**src/rtl/accum_cpu_pkg.sv**
```systemverilog
// Shared encodings for the accumulator CPU: opcodes, skip conditions, FSM states
// and ALU operation selects.
package accum_cpu_pkg;

  localparam logic [3:0] OP_NOP    = 4'h0;
  localparam logic [3:0] OP_LOAD   = 4'h1;
  localparam logic [3:0] OP_STORE  = 4'h2;
  localparam logic [3:0] OP_ADD    = 4'h3;
  localparam logic [3:0] OP_SUB    = 4'h4;
  localparam logic [3:0] OP_AND    = 4'h5;
  localparam logic [3:0] OP_OR     = 4'h6;
  localparam logic [3:0] OP_NOT    = 4'h7;
  localparam logic [3:0] OP_SKIP   = 4'h8;
  localparam logic [3:0] OP_JUMP   = 4'h9;
  localparam logic [3:0] OP_CLEAR  = 4'hA;
  localparam logic [3:0] OP_LOADI  = 4'hB;
  localparam logic [3:0] OP_MUL    = 4'hC;
  localparam logic [3:0] OP_STOREI = 4'hD;
  localparam logic [3:0] OP_RSVD   = 4'hE;
  localparam logic [3:0] OP_HALT   = 4'hF;

  localparam logic [1:0] SKIP_NEG   = 2'b00;
  localparam logic [1:0] SKIP_ZERO  = 2'b01;
  localparam logic [1:0] SKIP_POS   = 2'b10;
  localparam logic [1:0] SKIP_NEVER = 2'b11;

  typedef enum logic [3:0] {
    S_IDLE,
    S_FETCH,
    S_FETCH_W,
    S_DECODE,
    S_RD,
    S_RD_W,
    S_RD2,
    S_RD2_W,
    S_WR,
    S_EXEC,
    S_HALTED
  } state_e;

  typedef enum logic [2:0] {
    ALU_PASS,
    ALU_ADD,
    ALU_SUB,
    ALU_AND,
    ALU_OR,
    ALU_NOT,
    ALU_MUL
  } alu_sel_e;

  function automatic alu_sel_e op_to_alu(input logic [3:0] op);
    case (op)
      OP_ADD:  return ALU_ADD;
      OP_SUB:  return ALU_SUB;
      OP_AND:  return ALU_AND;
      OP_OR:   return ALU_OR;
      OP_NOT:  return ALU_NOT;
      OP_MUL:  return ALU_MUL;
      default: return ALU_PASS;
    endcase
  endfunction

endpackage

```
**src/rtl/accum_cpu_alu.sv**
```systemverilog
// Combinational accumulator ALU; the multiplier exists only when ACCUM_CPU_MUL_EN
// is defined. All results wrap modulo 2^DATA_WIDTH.
module accum_cpu_alu
  import accum_cpu_pkg::*;
#(
  parameter int DATA_WIDTH = 16
) (
  input  logic [DATA_WIDTH-1:0] a,
  input  logic [DATA_WIDTH-1:0] b,
  input  alu_sel_e              sel,
  output logic [DATA_WIDTH-1:0] y
);

  always_comb begin
    y = b;
    case (sel)
      ALU_ADD: y = a + b;
      ALU_SUB: y = a - b;
      ALU_AND: y = a & b;
      ALU_OR:  y = a | b;
      ALU_NOT: y = ~a;
`ifdef ACCUM_CPU_MUL_EN
      ALU_MUL: y = a * b;
`endif
      default: y = b;
    endcase
  end

endmodule

```
**src/rtl/accum_cpu_core.sv**
```systemverilog
// Accumulator CPU core: FSM sequencing fetch/decode/execute against a single-port
// synchronous RAM. Opcode C is MUL when ACCUM_CPU_MUL_EN is defined, else NOP.
module accum_cpu_core
  import accum_cpu_pkg::*;
#(
  parameter int                    ADDR_WIDTH = 12,
  parameter int                    DATA_WIDTH = 16,
  parameter logic [ADDR_WIDTH-1:0] RESET_PC   = 'h100
) (
  input  logic                  clk,
  input  logic                  rst,
  input  logic                  start,
  output logic [ADDR_WIDTH-1:0] mem_addr,
  output logic [DATA_WIDTH-1:0] mem_wdata,
  input  logic [DATA_WIDTH-1:0] mem_rdata,
  output logic                  mem_cs,
  output logic                  mem_we,
  output logic                  mem_oe,
  output logic                  busy,
  output logic                  halted,
  output logic [DATA_WIDTH-1:0] ac_out,
  output logic [ADDR_WIDTH-1:0] pc_out
);

  state_e                state_q, state_d;
  logic [ADDR_WIDTH-1:0] pc_q, pc_d;
  logic [DATA_WIDTH-1:0] ir_q, ir_d;
  logic [DATA_WIDTH-1:0] mbr_q, mbr_d;
  logic [DATA_WIDTH-1:0] ac_q, ac_d;
  logic [ADDR_WIDTH-1:0] mem_addr_q, mem_addr_d;
  logic [DATA_WIDTH-1:0] mem_wdata_q, mem_wdata_d;
  logic                  mem_cs_q, mem_cs_d;
  logic                  mem_we_q, mem_we_d;
  logic                  mem_oe_q, mem_oe_d;

  logic [3:0]            opcode;
  logic [ADDR_WIDTH-1:0] operand;
  logic [1:0]            skip_cond;
  logic                  skip_take;
  logic [DATA_WIDTH-1:0] alu_y;

  assign opcode    = ir_q[DATA_WIDTH-1 -: 4];
  assign operand   = ir_q[ADDR_WIDTH-1:0];
  assign skip_cond = ir_q[ADDR_WIDTH-1 -: 2];

  always_comb begin
    case (skip_cond)
      SKIP_NEG:  skip_take = ac_q[DATA_WIDTH-1];
      SKIP_ZERO: skip_take = (ac_q == '0);
      SKIP_POS:  skip_take = !ac_q[DATA_WIDTH-1] && (ac_q != '0);
      default:   skip_take = 1'b0;
    endcase
  end

  accum_cpu_alu #(
    .DATA_WIDTH(DATA_WIDTH)
  ) u_alu (
    .a  (ac_q),
    .b  (mbr_q),
    .sel(op_to_alu(opcode)),
    .y  (alu_y)
  );

  // NOTE: every variable gets a default before the case so no path infers a latch.
  always_comb begin
    state_d     = state_q;
    pc_d        = pc_q;
    ir_d        = ir_q;
    mbr_d       = mbr_q;
    ac_d        = ac_q;
    mem_addr_d  = mem_addr_q;
    mem_wdata_d = mem_wdata_q;
    mem_cs_d    = 1'b0;
    mem_we_d    = 1'b0;
    mem_oe_d    = 1'b0;

    case (state_q)
      S_IDLE, S_HALTED: begin
        if (start) begin
          state_d = S_FETCH;
          pc_d    = RESET_PC;
        end
      end
      S_FETCH:   state_d = S_FETCH_W;
      S_FETCH_W: begin
        ir_d    = mem_rdata;
        pc_d    = pc_q + ADDR_WIDTH'(1);
        state_d = S_DECODE;
      end
      S_DECODE: begin
        case (opcode)
          OP_STORE: state_d = S_WR;
          OP_LOAD, OP_ADD, OP_SUB, OP_AND, OP_OR,
          OP_LOADI, OP_STOREI: state_d = S_RD;
`ifdef ACCUM_CPU_MUL_EN
          OP_MUL:   state_d = S_RD;
`endif
          OP_HALT:  state_d = S_HALTED;
          default:  state_d = S_EXEC;
        endcase
      end
      S_RD: state_d = S_RD_W;
      S_RD_W: begin
        mbr_d = mem_rdata;
        if (opcode == OP_LOADI)       state_d = S_RD2;
        else if (opcode == OP_STOREI) state_d = S_WR;
        else                          state_d = S_EXEC;
      end
      S_RD2:   state_d = S_RD2_W;
      S_RD2_W: begin
        mbr_d   = mem_rdata;
        state_d = S_EXEC;
      end
      S_WR: state_d = S_FETCH;
      S_EXEC: begin
        case (opcode)
          OP_LOAD, OP_LOADI, OP_ADD, OP_SUB,
          OP_AND, OP_OR, OP_NOT: ac_d = alu_y;
`ifdef ACCUM_CPU_MUL_EN
          OP_MUL:   ac_d = alu_y;
`endif
          OP_SKIP:  if (skip_take) pc_d = pc_q + ADDR_WIDTH'(1);
          OP_JUMP:  pc_d = operand;
          OP_CLEAR: ac_d = '0;
          default:  ;
        endcase
        state_d = S_FETCH;
      end
      default: state_d = S_IDLE;
    endcase

    // Bus outputs are registered, so they are set up from the state being entered.
    case (state_d)
      S_FETCH: begin
        mem_addr_d = pc_d;
        mem_cs_d   = 1'b1;
        mem_oe_d   = 1'b1;
      end
      S_RD: begin
        mem_addr_d = operand;
        mem_cs_d   = 1'b1;
        mem_oe_d   = 1'b1;
      end
      S_RD2: begin
        mem_addr_d = mbr_d[ADDR_WIDTH-1:0];
        mem_cs_d   = 1'b1;
        mem_oe_d   = 1'b1;
      end
      S_WR: begin
        mem_addr_d  = (opcode == OP_STOREI) ? mbr_d[ADDR_WIDTH-1:0] : operand;
        mem_wdata_d = ac_q;
        mem_cs_d    = 1'b1;
        mem_we_d    = 1'b1;
      end
      default: ;
    endcase
  end

  // NOTE: non-blocking assignments so every register updates from pre-edge values.
  always_ff @(posedge clk) begin
    if (rst) begin
      state_q     <= S_IDLE;
      pc_q        <= RESET_PC;
      ir_q        <= '0;
      mbr_q       <= '0;
      ac_q        <= '0;
      mem_addr_q  <= '0;
      mem_wdata_q <= '0;
      mem_cs_q    <= 1'b0;
      mem_we_q    <= 1'b0;
      mem_oe_q    <= 1'b0;
    end else begin
      state_q     <= state_d;
      pc_q        <= pc_d;
      ir_q        <= ir_d;
      mbr_q       <= mbr_d;
      ac_q        <= ac_d;
      mem_addr_q  <= mem_addr_d;
      mem_wdata_q <= mem_wdata_d;
      mem_cs_q    <= mem_cs_d;
      mem_we_q    <= mem_we_d;
      mem_oe_q    <= mem_oe_d;
    end
  end

  assign mem_addr  = mem_addr_q;
  assign mem_wdata = mem_wdata_q;
  assign mem_cs    = mem_cs_q;
  assign mem_we    = mem_we_q;
  assign mem_oe    = mem_oe_q;
  assign busy      = (state_q != S_IDLE) && (state_q != S_HALTED);
  assign halted    = (state_q == S_HALTED);
  assign ac_out    = ac_q;
  assign pc_out    = pc_q;

endmodule

```
**config.mk**
```make
export PLATFORM = sky130hd
export DESIGN_NAME = accum_cpu_core
export DESIGN_NICKNAME = d
export VERILOG_FILES = /design/src/rtl/accum_cpu_pkg.sv /design/src/rtl/accum_cpu_alu.sv /design/src/rtl/accum_cpu_core.sv
export SDC_FILE = /design/constraint.sdc
export NUM_CORES = 1
export LEC_CHECK = 0
export BUFFER_PORTS_ARGS = -buffer_cell sky130_fd_sc_hd__buf_2
export CORE_AREA = 2 2 104 131
export CTS_CLUSTER_SIZE = 25
export DETAILED_ROUTE_END_ITERATION = 16
export DIE_AREA = 0 0 106 133
export HOLD_SLACK_MARGIN = 0.12
export PLACE_DENSITY = 0.83
export REMOVE_ABC_BUFFERS = 1
export SYNTH_ARGS = -nofsm -noshare
export SYNTH_HDL_FRONTEND = slang
export SYNTH_SLANG_ARGS = --single-unit
```
**constraint.sdc**
```tcl
create_clock -name clk -period 3.3 [get_ports clk]
set_input_delay 0.165 -clock clk [delete_from_list [all_inputs] [get_ports clk]]
set_output_delay 0.165 -clock clk [all_outputs]
set_load 0.005 [all_outputs]
```
==> results.cfg, run 1 <==
[outcome]
status = complete, no violations

[sta]
worstMarginPinSlew_ns = 0.7376
finalMaxSlewViolations = 0
clock.fmax_ghz = 0.3187
final_hold_viol_count = 0
period_share_pct = 95.07
slew_headroom_pct = 50.37
setup_viol = 0
period_needed_ns = 3.137
clock_skew_ns = 0.01032
hold_slack_ns = 0.3142

[global_routing]
track_usage_pct = 30.81
grt.overflow.total = 0
antenna_found_initial = 0
grt_pass1_vias = 6708
grt_pass1_wl_um = 34850
grt_max_degree = 82

[logic_synthesis]
synth_area_leader_cell = dfxtp_1
async_flop_share_pct = 0
synth_area_leaders = dfxtp_1, nand2_1, a21oi_1
synth.most_common_cell = nand2_1
synth_cells = 912
synth_top_cell_area_share_pct = 29.06
synth_edf_count = 0
ys_types = 84
synth_ff_type = dfxtp_1
yosysWarnings = 0
synth-seq-cells = 99
synthTopCellsByCount = nand2_1, nor2_1, dfxtp_1, a21oi_1, clkbuf_1
avgSynthCellArea_sq_um = 7.478
seq_area_frac_synth_pct = 29.06
synth_area_sq_um = 6820

[pwr]
ir_worst_vdd_v = 0.0002565
power.internal_mw = 2.049
power.switching_mw = 1.002
p_comb_share_pct = 23.8
swShare_pct = 32.84
p_per_area_nw_per_um2 = 385.9
p_leak_nw = 3.058
clockPowerShare_pct = 33.5
seq_power_share_pct = 42.7
power_mw = 3.051

[routing]
vias_per_cell = 6.347
ant_nets = 0
drc_errors = 0
vias = 7382
first_iter_violations = 650
wl_per_cell_um = 18.67
wirelength_um = 21710
first_pass_iters = 6

[clock_tree]
cts-root-buf = clkbuf_16
ctsHtreeMaxLevel = 3
post_cts_buffers = 0
cts-buffers-inserted = 9
path_clk_slew_ns = 0.08
clk_path_buf_depth = 2
clk_latency_ns = 0.35
tritoncts = yes
cts.sinks = 99

[cells_and_area]
design_area_sq_um = 7906
nNetsFinal = 1026
final_cells = 1163
area_delta_synth_final_pct = 15.92
insertedDiodeCount = 0
utilization_pct = 60.84
fillCellCount = 1174
drive_gt1_share_pct = 16.03

[placement]
hpwl_um = 15400
gp_congestion = 1.013
placed_cell_area_sq_um = 7420
portBuffers = 79
dp_cells = 1131

[critical_path]
reg2reg_slack_ns = 0.16
regToRegEndpoint = ac_out[12]
reg2reg_from = mbr_q[1]
arrival_ns = 3.41
cp_max_fo = 5
worstSetupPathType = reg -> reg
cp.required_ns = 3.58
ff2ff_path_depth = 14
crit_path_end = ac_out[12]
crit_start = mbr_q[1]
cp-end-kind = register
startpoint_type = register

[die]
io_pins = 80
core_sq_um = 13000
die_area_sq_um = 14100
initial_utilization_pct = 52.48
dieWidth_um = 106
die_h_um = 133
row_count = 47

[hold_path]
hp-start = rst
holdPathStages = 3
hp-class = in -> reg

[flow_run]
drv_cap = 0
cell type report:
type                            instances  area [sq um]  share of cell area (%)
Clock buffer                           11         242.7                   3.070
Clock inverter                          5         37.54                  0.4748
Inverter                               20         75.07                  0.9495
Multi-Input combinational cell        726          4517                   57.13
Sequential cell                        99          1982                   25.07
Tap cell                              171         214.0                   2.706
Timing Repair Buffer                  131         838.3                   10.60
how the worst min path moves through the flow:
stage                         end  slack [ns]
CTS                 mem_wdata[11]        0.32
floorplan            mem_addr[10]        0.23
finish              mem_wdata[13]        0.31
global placement        mbr_q[15]        0.42
global route        mem_wdata[13]        0.35
detailed placement      mbr_q[12]        0.43
kinds of logic after synthesis:
kind of cell | count (synthesis) | share of synthesized area [%]
flip-flops | 99 | 29.06
AND/OR/NAND/NOR | 363 | 25.96
adder cells (fa/ha/maj) | 20 | 3.779
multiplexers | 27 | 3.981
AO/OA/AOI/OAI | 290 | 28.36
buffers and inverters | 87 | 5.522
XOR/XNOR | 26 | 3.339
metrics by stage:
step	worst slack, ns	TNS (ns)
finish	0.1626	0
detailed placement	-0.06316	-0.09909
CTS	0.02090	0
global route	-0.02936	-0.02936
floorplan	-0.2629	-1.632
global placement	0.08792	0
cell usage in the layout, fill, tap and decap left out, types with 8 or more instances in the layout:
cell type and instances:
buf_4 35, xor2_1 11, a21o_1 9, clkbuf_16 9, nand2b_1 10, nand4_1 9, mux2i_1 26, nand2_1 125
or3_1 8, o211ai_1 9, nand3_1 15, nor4_1 12, a211oi_1 18, and3_1 8, a31oi_1 10, a22oi_1 9
o21ai_0 43, and2_1 8, dlygate4sd3_1 16, ha_1 19, nor2b_1 13, nor2_1 105, nor3_1 15, inv_1 18
xnor2_1 15, a221oi_1 13, buf_2 79, o22ai_1 19, o21ai_1 9, dfxtp_1 99, a21oi_1 87
routing by layer:
metal  part of all wire [%]  wire, um  GRT usage (%)
met1                     39      8490          38.54
met2                     48     10530          51.43
met3                    8.0      1739          4.089
met4                    4.4       954          16.15
met5                      0         0              0
critical path, cell delays in order, from the launching register on:
cell	delay, ns
dfxtp_1	0.35
inv_1	0.10
ha_1	0.17
nand2b_1	0.09
nand2b_4	0.17
o31ai_2	0.20
xor2_1	0.20
ha_1	0.30
and3_1	0.22
and3_1	0.18
a32o_1	0.25
o41ai_4	0.35
xnor2_1	0.16
a21oi_1	0.10
a211oi_2	0.23
power groups by stage:
stage	Sequential [mW]	Clock [mW]	Combinational, mW
floorplan	1.34	0	0.410
global placement	1.32	0	0.684
detailed placement	1.33	0	0.692
CTS	1.30	1.04	0.711
global route	1.31	1.09	0.786
finish	1.30	1.02	0.726
state kept, by name, summed over array words and instances (netlist names), 4 cells and up, named ones only:
name and flops:
ac_out 16, state_q 4, mbr_q 16, mem_addr 12, pc_out 12, mem_wdata 16, ir_q 16
what timing repair did:
item                                    4_1_cts  5_1_grt
pin swaps                                     0        1
hold buffers                                 16        0
gates resized for setup                       1        9
endpoints found under the setup margin        2        4
endpoints found under the hold margin        20        0
Note: power is estimated with default switching activity, not from simulation.
==> inputs of run 2 (changes only) <==
Settings changed: CORE_AREA 2 2 104 131 to 2 2 103 130, CTS_BUF_LIST set to sky130_fd_sc_hd__clkbuf_2 sky130_fd_sc_hd__clkbuf_4 sky130_fd_sc_hd__clkbuf_8, DIE_AREA 0 0 106 133 to 0 0 105 132, PLACE_DENSITY 0.83 to 0.84.
==> results.cfg, run 2 (synthesis results as in run 1) <==
[outcome]
status = complete, no violations

[cells_and_area]
nNetsFinal = 1026
utilization_pct = 62.05
final_cell_mix = nand2_1, nor2_1, dfxtp_1, a21oi_1, buf_2
area_delta_synth_final_pct = 14.14
insertedDiodeCount = 0
layout_commonest_cell = nand2_1
drive_gt1_share_pct = 15.63

[die]
core_sq_um = 12550
initial_utilization_pct = 54.36
die_area_sq_um = 13860
io_pins = 80
dieWidth_um = 105
die_h_um = 132
row_count = 46

[pwr]
power.internal_mw = 1.922
p_leak_nw = 3.025
p_per_area_nw_per_um2 = 371.4
swShare_pct = 33.53
power.switching_mw = 0.9695
p_comb_share_pct = 25.4
power_mw = 2.891
clockPowerShare_pct = 29.7
seq_power_share_pct = 44.9
ir_worst_vdd_v = 0.0002928

[hold_path]
holdPathStages = 2
hp-class = in -> reg
hp-start = rst
hold_end = state_q[0]

[critical_path]
reg2reg_from = mbr_q[1]
cp-end-kind = register
ff2ff_path_depth = 14
cp_max_fo = 5
reg2reg_slack_ns = 0.03
cp.required_ns = 3.57
arrival_ns = 3.54
startpoint_type = register
worstSetupPathType = reg -> reg
regToRegEndpoint = ac_out[14]

[routing]
first_iter_violations = 787
wl_per_cell_um = 19.03
vias = 7451
drc_errors = 0
first_pass_iters = 5
wirelength_um = 22080
vias_per_cell = 6.423
ant_nets = 0

[clock_tree]
tritoncts = yes
cts-root-buf = clkbuf_8
cts.sinks = 99
ctsHtreeMaxLevel = 3
clk_latency_ns = 0.39
path_clk_slew_ns = 0.09
cts-buffers-inserted = 9
clk_path_buf_depth = 2

[sta]
final_hold_viol_count = 0
totalNegativeSetupSlack_ns = 0
period_needed_ns = 3.271
worstMarginPinSlew_ns = 0.7848
finalMaxSlewViolations = 0
slew_headroom_pct = 47.28
clock_skew_ns = 0.006798
rsz0062_at_grt = true
setup_viol = 0
clock.fmax_ghz = 0.3057
hold_slack_ns = 0.2502
period_share_pct = 99.13

[global_routing]
grt_pass1_vias = 6889
antenna_found_initial = 0
grt_max_degree = 44
grt_pass1_wl_um = 35600
grt.overflow.total = 0
track_usage_pct = 31.64

[placement]
portBuffers = 79
gp_congestion = 0.9990
hpwl_um = 15750

[flow_run]
drv_cap = 0
[run 2: cell count changes in the layout (fill, tap and decap cells not counted), moves of 2 or more]
| cell | change |
|---|---|
| nor3_1 | +2 |
| nor3_2 | -2 |
| clkbuf_8 | +11 |
| o21ai_0 | +2 |
| clkbuf_16 | -9 |
| o21ai_1 | -2 |
[run 2: what timing repair did]
action	CTS	global route
gates resized for setup	1	1
hold endpoints to repair	27	0
endpoints found under the setup margin	2	3
hold buffers	16	0
setup buffers	0	0
[run 2: cell type report]
class / count / area, sq um
repair buffers: 131 / 825.8
well taps: 168 / 210.2
flip-flops and latches: 99 / 1982
clock inverters: 4 / 47.55
inverters: 20 / 75.07
clock buffers: 12 / 165.2
multi-input cells: 726 / 4479
fillers: 1198 / 4762
[run 2: power groups by stage]
stage / Clock, mW / Sequential, mW / Combinational (mW)
5_1_grt: 0.909 / 1.31 / 0.787
6_report: 0.857 / 1.30 / 0.734
3_3_place_gp: 0 / 1.32 / 0.683
4_1_cts: 0.864 / 1.30 / 0.716
3_5_place_dp: 0 / 1.32 / 0.696
2_1_floorplan: 0 / 1.34 / 0.410
[run 2: worst max-delay path: stages (launching register included)]
cell and delay (ns):
dfxtp_1 0.35, inv_1 0.09, ha_1 0.17, nand2b_1 0.07, nand2b_1 0.19, o31ai_1 0.26, xor2_1 0.18, ha_1 0.29
and3_1 0.22, and3_1 0.18, a32o_1 0.22, o41ai_2 0.42, o21ai_0 0.21, xnor2_1 0.19, o22ai_1 0.09
[run 2: worst max-delay path by stage]
stage	startpoint	endpoint	slack (ns)	depth (start not counted)
3_5_place_dp	mbr_q[1]	ac_out[14]	-0.06	14
3_3_place_gp	mbr_q[1]	ac_out[14]	0.13	14
4_1_cts	mbr_q[1]	ac_out[14]	0.11	14
6_report	mbr_q[1]	ac_out[14]	0.03	14
2_1_floorplan	ir_q[14]	ac_out[14]	-0.26	12
5_1_grt	mbr_q[1]	ac_out[15]	-0.14	15
[run 2: through the flow]
stage,area (sq um),cells,setup slack [ns]
2_1_floorplan,6519,845,-0.2629
3_3_place_gp,7403,1128,0.1311
3_5_place_dp,7403,1128,-0.05590
4_1_cts,7784,1160,0.1083
5_1_grt,7785,1160,-0.1419
6_report,7785,1160,0.02876
[run 2: per-layer routing]
metal  global-route usage (%)  part of all wire, %  vias up
met4                    17.04                  5.2        0
met5                        0                    0        -
met1                    38.51                   39     3474
met2                    52.92                   47      408
met3                    5.536                  8.5       81
li1                         -                    -     3488
==> inputs of run 3 (changes only) <==
Settings changed: ABC_AREA set to 1, CAP_MARGIN set to 0, CORE_AREA 2 2 103 130 to 2 2 98 123, DIE_AREA 0 0 105 132 to 0 0 100 125, PLACE_DENSITY 0.84 to 0.89.
Clock period 3.3 ns to 3.9 ns, I/O delays scaled along.
==> results.cfg, run 3 <==
[die]
dieWidth_um = 100
initial_utilization_pct = 60.88
die_area_sq_um = 12500
die_h_um = 125
io_pins = 80
core_sq_um = 11450
row_count = 44

[logic_synthesis]
synth.area.mux_share_pct = 0
synthTopCellsByCount = nand2_1, nor2_1, a21oi_1, inv_1, o21ai_0
synth-compound-area-share_pct = 21.75
synthAdderAreaFrac_pct = 3.697
yosysWarnings = 0
synth_cells = 1117
synth_ff_type = dfxtp_1
synth_top_family_by_area = simple AND/OR/NAND/NOR gates
synth-seq-cells = 99
synth_area_sq_um = 6972
avgSynthCellArea_sq_um = 6.241
synth_area_leaders = dfxtp_1, nand2_1, a21oi_1
async_flop_share_pct = 0
synth_top_cell_area_share_pct = 28.43
synth_xor_area_share_pct = 2.889
synth.most_common_cell = nand2_1
synthSimpleGateAreaFrac_pct = 33.78
synth_edf_count = 0
seq_area_frac_synth_pct = 28.43
ys_types = 52
synth_area_leader_cell = dfxtp_1

[clock_tree]
path_clk_slew_ns = 0.11
cts-buffers-inserted = 9
cts-root-buf = clkbuf_8
tritoncts = yes
cts.sinks = 99
ctsHtreeMaxLevel = 3
post_cts_resized = 0
post_cts_buffers = 0
clk_path_buf_depth = 2
clk_latency_ns = 0.39

[outcome]
status = complete, no violations

[hold_path]
hp-class = in -> reg

[cells_and_area]
drive_gt1_share_pct = 12.57
final_cell_mix = nand2_1, nor2_1, a21oi_1, inv_1, o21ai_0
layout_commonest_cell = nand2_1
nNetsFinal = 1227
design_area_sq_um = 7741
utilization_pct = 67.60
final_cells = 1331
area_delta_synth_final_pct = 11.04
insertedDiodeCount = 0

[pwr]
p_per_area_nw_per_um2 = 556.9
power_mw = 4.311
ir_worst_vdd_v = 0.0003943
p_leak_nw = 3.648

[sta]
setup_viol = 0
period_share_pct = 79.68
rsz0062_at_grt = false
clock_skew_ns = 0.01752
final_hold_viol_count = 0
worstMarginPinSlew_ns = 0.8267
period_needed_ns = 3.107
worst_slack_ns = 0.7925
totalNegativeSetupSlack_ns = 0
hold_slack_ns = 0.1171
clock.fmax_ghz = 0.3218
finalMaxSlewViolations = 0
slew_headroom_pct = 44.75

[routing]
vias = 7861
vias_per_cell = 5.906
drc_errors = 0
first_pass_iters = 6
ant_nets = 0
wirelength_um = 21170
first_iter_violations = 641
wl_per_cell_um = 15.90

[critical_path]
cp_max_fo = 9
startpoint_type = register
cp-end-kind = register
arrival_ns = 3.43
worstSetupPathType = reg -> reg
cp.required_ns = 4.23

[placement]
placed_cell_area_sq_um = 7402
gp_congestion = 0.9516
place_ws_ns = 0.8492
hpwl_um = 15460
dp_cells = 1300
portBuffers = 79

[global_routing]
antenna_found_initial = 0
grt_max_degree = 40
grt_pass1_wl_um = 34640
grt_pass1_vias = 7239
grt.overflow.total = 0
track_usage_pct = 34.11

[flow_run]
drv_cap = 0
-- run 3: cell count changes after synthesis, moves of 13 or more --
cell / previous run / this run
a211oi_1: 19 / 2
a21oi_1: 87 / 112
clkbuf_1: 47 / 29
inv_1: 19 / 105
mux2i_1: 26 / 0
nand2_1: 125 / 277
nand3_1: 15 / 58
nor2_1: 105 / 135
nor2b_1: 13 / 0
o21ai_0: 45 / 105
o22ai_1: 19 / 6
-- run 3: timing repair --
item / in CTS / in global routing
hold endpoints to repair: 17 / 0
endpoints found under the setup margin: 0 / 0
hold buffers: 15 / 0
-- run 3: layer usage --
layer  global-route usage (%)  up-vias  routed length [um]
li1                         -     3850                   -
met1                    40.33     3539                8216
met2                    59.06      390               10480
met3                    5.981       82                1645
met4                    16.60        0                 826
met5                        0        -                   0
-- run 3: logic make-up after synthesis --
group,after synthesis
xor gates and xnor gates,23
and+or+nand+nor,538
DFF,99
AOI/OAI and AO/OA,275
adders and majority gates,20
buffers and inverters,162
-- run 3: power by group --
| part | leakage, nW | internal, mW | total [mW] | switching, mW |
|---|---|---|---|---|
| clock network | 0.0983 | 0.266 | 0.663 | 0.397 |
| logic | 2.75 | 0.712 | 2.21 | 1.50 |
| registers | 0.805 | 1.22 | 1.44 | 0.213 |
| total | 3.65 | 2.20 | 4.31 | 2.11 |
-- run 3: final timing paths --
path | slack (ns) | depth (start not counted) | to | start
max | 0.79 | 16 | ac_out[15] | ir_q[13]
min | 0.12 | 3 | mbr_q[14] | mem_rdata[14]
max reg2reg | 0.79 | 16 | ac_out[15] | ir_q[13]
min reg2reg | 0.50 | 2 | ir_q[4] | ir_q[4]
-- run 3: final cells by class --
type / count / area [sq um]
well taps: 138 / 172.7
clock inverters: 5 / 43.79
repair buffers: 105 / 628.1
inverters: 117 / 439.2
clock buffers: 11 / 145.1
fillers: 1070 / 3710
flip-flops and latches: 99 / 1982
multi-input cells: 856 / 4330
-- run 3: worst max-delay path, cell delays in order, from the launching register on --
cell	delay [ns]
dfxtp_1	0.39
inv_1	0.12
nand4_1	0.31
inv_1	0.33
nor2_1	0.08
xor2_1	0.15
ha_1	0.32
a21oi_1	0.23
o21ai_0	0.18
nand2_1	0.12
nand2_1	0.11
and2_1	0.18
o21ai_0	0.16
nand3_1	0.12
nand2_1	0.08
nand2_1	0.05
a21oi_1	0.11
